**config.mk**
```make
export PLATFORM = sky130hd
export DESIGN_NAME = ysyx_24080006_axi_rd_slave
export DESIGN_NICKNAME = d
export VERILOG_FILES = /design/src/rtl/ysyx_24080006_axi_rd_slave.sv
export SDC_FILE = /design/constraint.sdc
export NUM_CORES = 1
export LEC_CHECK = 0
export BUFFER_PORTS_ARGS = -buffer_cell sky130_fd_sc_hd__buf_2
export CORE_ASPECT_RATIO = 1.2
export CORE_UTILIZATION = 50
export DETAILED_ROUTE_END_ITERATION = 8
export PLACE_DENSITY = 0.75
export SKIP_CTS_REPAIR_TIMING = 1
export SLEW_MARGIN = 15
export SYNTH_ARGS = -nofsm -noshare
export SYNTH_HDL_FRONTEND = slang
export SYNTH_SLANG_ARGS = --single-unit
```
**constraint.sdc**
```tcl
create_clock -name clock -period 4.27 [get_ports clock]
set_clock_uncertainty 0.05 [all_clocks]
set_input_delay 0.854 -clock clock [delete_from_list [all_inputs] [get_ports clock]]
set_output_delay 0.854 -clock clock [all_outputs]
set_load 0.01 [all_outputs]
```
**src/rtl/ysyx_24080006_axi_rd_slave.sv**
```systemverilog
// AXI4 read-only responder for the instruction-fetch path.
// Serves FIXED/INCR/WRAP bursts from a word-wide synchronous memory with a fixed first-beat latency.
module ysyx_24080006_axi_rd_slave #(
  parameter logic [31:0] BASE_ADDR = 32'ha000_0000,
  parameter int          ADDR_W    = 20,
  parameter int          LATENCY   = 2
) (
  input  logic              clock,
  input  logic              reset,
  input  logic              arvalid,
  output logic              arready,
  input  logic [31:0]       araddr,
  input  logic [3:0]        arid,
  input  logic [7:0]        arlen,
  input  logic [2:0]        arsize,
  input  logic [1:0]        arburst,
  output logic              rvalid,
  input  logic              rready,
  output logic [31:0]       rdata,
  output logic [1:0]        rresp,
  output logic              rlast,
  output logic [3:0]        rid,
  output logic              mem_re,
  output logic [ADDR_W-3:0] mem_addr,
  input  logic [31:0]       mem_rdata
);

  localparam logic [1:0] S_IDLE = 2'd0;
  localparam logic [1:0] S_WAIT = 2'd1;
  localparam logic [1:0] S_READ = 2'd2;
  localparam logic [1:0] S_RESP = 2'd3;

  localparam logic [1:0] RESP_OKAY   = 2'b00;
  localparam logic [1:0] RESP_SLVERR = 2'b10;
  localparam logic [1:0] RESP_DECERR = 2'b11;

  function automatic logic [ADDR_W-3:0] word_index(input logic [31:0] addr);
    return (ADDR_W-2)'((addr - BASE_ADDR) >> 2);
  endfunction

  // WRAP container is (len+1) words; its byte mask is 4*len+3 because the low two bits are always zero.
  function automatic logic [31:0] beat_advance(input logic [31:0] addr, input logic [1:0] burst,
                                               input logic [7:0] len);
    logic [31:0] mask;
    mask = ({24'd0, len} << 2) | 32'd3;
    case (burst)
      2'b01:   beat_advance = addr + 32'd4;
      2'b10:   beat_advance = (addr & ~mask) | ((addr + 32'd4) & mask);
      default: beat_advance = addr;
    endcase
  endfunction

  function automatic logic [1:0] classify(input logic [31:0] addr, input logic [2:0] size,
                                          input logic [1:0] burst, input logic [7:0] len);
    logic [31:0] off;
    off = addr - BASE_ADDR;
    if ((addr < BASE_ADDR) || ((off >> ADDR_W) != 32'd0)) begin
      classify = RESP_DECERR;
    end else if ((size != 3'h2) || (burst == 2'b11) ||
                 ((burst == 2'b10) && !(len inside {8'd1, 8'd3, 8'd7, 8'd15}))) begin
      classify = RESP_SLVERR;
    end else begin
      classify = RESP_OKAY;
    end
  endfunction

  logic [1:0]  state_r;
  logic [31:0] addr_r;
  logic [3:0]  id_r;
  logic [7:0]  len_r;
  logic [1:0]  burst_r;
  logic [1:0]  err_r;
  logic [7:0]  beat_r;
  logic [3:0]  wait_cnt_r;
  logic [31:0] rdata_r;
  logic        cap_pend_r;

  logic        ar_fire_s;
  logic        r_fire_s;
  logic [31:0] start_addr_s;
  logic [1:0]  start_err_s;
  logic [31:0] next_addr_s;

  assign arready      = (state_r == S_IDLE) && !reset;
  assign ar_fire_s    = arvalid && arready;
  assign r_fire_s     = rvalid && rready;
  assign start_addr_s = {araddr[31:2], 2'b00};
  assign start_err_s  = classify(araddr, arsize, arburst, arlen);
  assign next_addr_s  = beat_advance(addr_r, burst_r, len_r);

  // Memory data arrives in the first RESP cycle; it is forwarded then and held in rdata_r afterwards.
  assign rdata = cap_pend_r ? mem_rdata : rdata_r;

  // Burst sequencer: capture, wait states, one memory read per beat, held R beat.
  always_ff @(posedge clock) begin
    if (reset) begin
      state_r    <= S_IDLE;
      addr_r     <= 32'd0;
      id_r       <= 4'd0;
      len_r      <= 8'd0;
      burst_r    <= 2'b00;
      err_r      <= RESP_OKAY;
      beat_r     <= 8'd0;
      wait_cnt_r <= 4'd0;
      rdata_r    <= 32'd0;
      cap_pend_r <= 1'b0;
      rvalid     <= 1'b0;
      rresp      <= RESP_OKAY;
      rlast      <= 1'b0;
      rid        <= 4'd0;
      mem_re     <= 1'b0;
      mem_addr   <= '0;
    end else begin
      case (state_r)
        S_IDLE: begin
          if (ar_fire_s) begin
            addr_r  <= start_addr_s;
            id_r    <= arid;
            len_r   <= arlen;
            burst_r <= arburst;
            err_r   <= start_err_s;
            beat_r  <= 8'd0;
            if (LATENCY > 0) begin
              state_r    <= S_WAIT;
              wait_cnt_r <= 4'(LATENCY - 1);
            end else begin
              state_r  <= S_READ;
              mem_re   <= (start_err_s == RESP_OKAY);
              mem_addr <= word_index(start_addr_s);
            end
          end
        end
        S_WAIT: begin
          if (wait_cnt_r == 4'd0) begin
            state_r  <= S_READ;
            mem_re   <= (err_r == RESP_OKAY);
            mem_addr <= word_index(addr_r);
          end else begin
            wait_cnt_r <= wait_cnt_r - 4'd1;
          end
        end
        S_READ: begin
          mem_re     <= 1'b0;
          state_r    <= S_RESP;
          rvalid     <= 1'b1;
          rlast      <= (beat_r == len_r);
          rresp      <= err_r;
          rid        <= id_r;
          rdata_r    <= 32'd0;
          cap_pend_r <= (err_r == RESP_OKAY);
        end
        S_RESP: begin
          if (cap_pend_r) begin
            rdata_r    <= mem_rdata;
            cap_pend_r <= 1'b0;
          end
          if (r_fire_s) begin
            rvalid <= 1'b0;
            if (rlast) begin
              state_r <= S_IDLE;
            end else begin
              state_r  <= S_READ;
              addr_r   <= next_addr_s;
              beat_r   <= beat_r + 8'd1;
              mem_re   <= (err_r == RESP_OKAY);
              mem_addr <= word_index(next_addr_s);
            end
          end
        end
        default: begin
          state_r <= S_IDLE;
        end
      endcase
    end
  end

endmodule

```
==> flow_summary.ini <==
[grt]
grt_pass1_wl_um = 25200
grt_usage_pct = 26.5
antenna_found_initial = 0
grt_pass1_vias = 5367
grt_max_degree = 84
grt_overflow = 0

[timing]
relSlewSlack_pct = 35.6
drv_slew = 0
worst_pin_slew_ns = 0.966
hold_viol = 0
tns_ns = 0
setup_violations = 0
rsz0062_at_grt = no
min_period_ns = 2.82
timing.fmax_mhz = 355
finalCritPeriodShare_pct = 66.0

[power]
sw_frac_of_total_pct = 33.4
p_seq_share_pct = 42.4
p_int_mw = 1.94
p_clk_share_pct = 30.1
p_switching_mw = 0.974
power_density_nw_per_um2 = 443
peakVddDrop_mv = 0.241
leakage_nw = 2.78
p_comb_share_pct = 27.6
finalPower_mw = 2.92

[routing]
routed_via_density = 5.88
num_vias = 5482
first_pass_iters = 9
wirelength_um = 15300
drc_errors = 3
wl_per_cell_um = 16.4
ant_nets = 0
drt_iter0_markers = 260

[clocking]
cts_sinks = 108
clk_path_buf_depth = 2
clk_latency_ns = 0.35
tritoncts = done
cts_buffers = 9
cts_max_level = 3
clkTransAtPathRegs_ns = 0.07
root_buffer = clkbuf_16

[setup_path]
cp_cell_sequence = buf_4, mux2_2, buf_2
critPathKind = reg -> out
crit-reg2reg-launch = state_r[0]
crit_slowest_cell = dfxtp_1
crit_arrival_ns = 1.92
path_max_fanout = 22
rr_endpoint = beat_r[7]
crit_family = flip-flops
slowest_delay_ns = 0.63
crit_required_ns = 3.37
worstSetupEndpointType = primary output
critPathBufInv = 2
rr_worst_depth = 5
start_kind = flop
r2r_slack_ns = 1.67

[synth]
ys_top_cells_by_count = dfxtp_1, nor2_1, nand2_1
synth_edf_count = 0
synth_area_leaders = dfxtp_1, mux2_2, nor2_1
synth.avg_cell_area_um2 = 8.02
yosysWarnings = 0
ys.flop_type = dfxtp_1
ys_seq_elements = 108
synth_largest_area_cell = dfxtp_1
yosys.cell_types.count = 66
yosysMostFrequentCell = dfxtp_1
async_flop_share_pct = 0
synth_cells = 694
syn_nets = 785
ys_seq_area_share_pct = 38.8
synth.top_cell.area_share_pct = 38.8
synthesis.area_um2 = 5570

[outcome]
violations = DRC
outcome = finished, violations left

[final_layout]
num_antenna_cells = 0
area_growth_pct = 18.4
stdcell_count = 933
drive_above_1_share_pct = 25.6
num-nets-final = 891

[placed_design]
numPlacedInstances = 918
portBuffers = 142
dp_hpwl_um = 10500
gp_congestion = 0.904

[min_path]
min-delay-path-class = reg -> reg
holdPathStages = 2
min_to = mem_addr[1]
hp-start = mem_addr[1]

[die]
rows = 41
core_um2 = 10700
die_width_um = 98.3
dieHeight_um = 118
num_io_pins = 145
start_util_pct = 52.2
dieArea_um2 = 11600

[run]
max_cap_violations = 0
## sequential cells by signal, summed over array words and instances (netlist names)
name	cells
id_r	4
state_r	2
err_r	2
mem_re	1
len_r	8
mem_addr	18
burst_r	2
beat_r	8
rdata_r	32
addr_r	18
rvalid	1
rresp	2
cap_pend_r	1
rid	4
wait_cnt_r	4
rlast	1
## routing by layer
layer	GRT usage, %	vias to the layer above	part of all wire, %
met5	0	-	0
met4	12.0	0	2.9
met3	3.92	36	5.4
met2	46.9	180	50
met1	31.5	2590	42
li1	-	2676	-
## worst max path at each step
| stage | startpoint | depth (start not counted) | slack [ns] | to |
|---|---|---|---|---|
| after global placement | reset | 6 | 1.22 | beat_r[7] |
| after global routing | cap_pend_r | 3 | 1.36 | rdata[17] |
| after detailed placement | reset | 5 | 1.22 | wait_cnt_r[3] |
| after floorplan | reset | 7 | 1.93 | beat_r[6] |
| after CTS | cap_pend_r | 3 | 1.43 | rdata[20] |
| final | cap_pend_r | 3 | 1.45 | rdata[12] |
## area by class of cell
cell class / count / area [um2]
fillers: 950 / 4080
multi-input cells: 517 / 3140
flip-flops and latches: 108 / 2160
repair buffers: 150 / 771
clock buffers: 11 / 233
well taps: 129 / 161
clock inverters: 4 / 75.1
inverters: 14 / 52.6
## cells in the final DEF, fill, tap and decap left out, types with 7 or more instances in the layout
cell       count
inv_1         14
buf_4          8
a211oi_1      19
nand4_1        7
nor3_1        13
buf_2        142
nand3_1       15
a21oi_1       66
o21ai_0       37
xor2_1        13
mux2_2        33
clkbuf_16      9
nor2_1        90
o31ai_1        7
nor2b_1       38
nand2_1       70
nor4_1         7
dfxtp_1      108
## worst min-delay path: stages (launching register included)
cell,delay [ns]
dfxtp_1,0.31
nand2_1,0.05
a21oi_1,0.05
## kinds of logic (layout without fill, tap and decap cells)
logic type      after synthesis  after routing  synth area share, %
simple gates                272            272                 23.8
compound gates              187            187                 21.4
flops                       108            108                 38.8
buf+inv                      69            179                 4.85
mux                          37             37                 7.39
xor+xnor                     15             15                 2.36
fa+ha+maj                     6              6                 1.35
## power groups by stage
stage | combinational [mW] | sequential (mW) | clock, mW
floorplan | 0.548 | 1.23 | 0
CTS | 0.799 | 1.23 | 0.889
global route | 0.888 | 1.25 | 0.931
detailed placement | 0.795 | 1.26 | 0
finish | 0.804 | 1.24 | 0.878
global placement | 0.775 | 1.25 | 0
## stage by stage
step / hold WS, ns / setup WS, ns / utilization [%] / instance area, um2
5_1_grt: 0.435 / 1.36 / 61.8 / 6590
3_5_place_dp: 0.391 / 1.22 / 58.9 / 6280
4_1_cts: 0.400 / 1.43 / 61.8 / 6590
2_1_floorplan: 0.382 / 1.93 / - / 5570
3_3_place_gp: 0.388 / 1.22 / 58.9 / 6280
6_report: 0.403 / 1.45 / 61.8 / 6590
No activity file was read; power rests on OpenSTA's default activity.
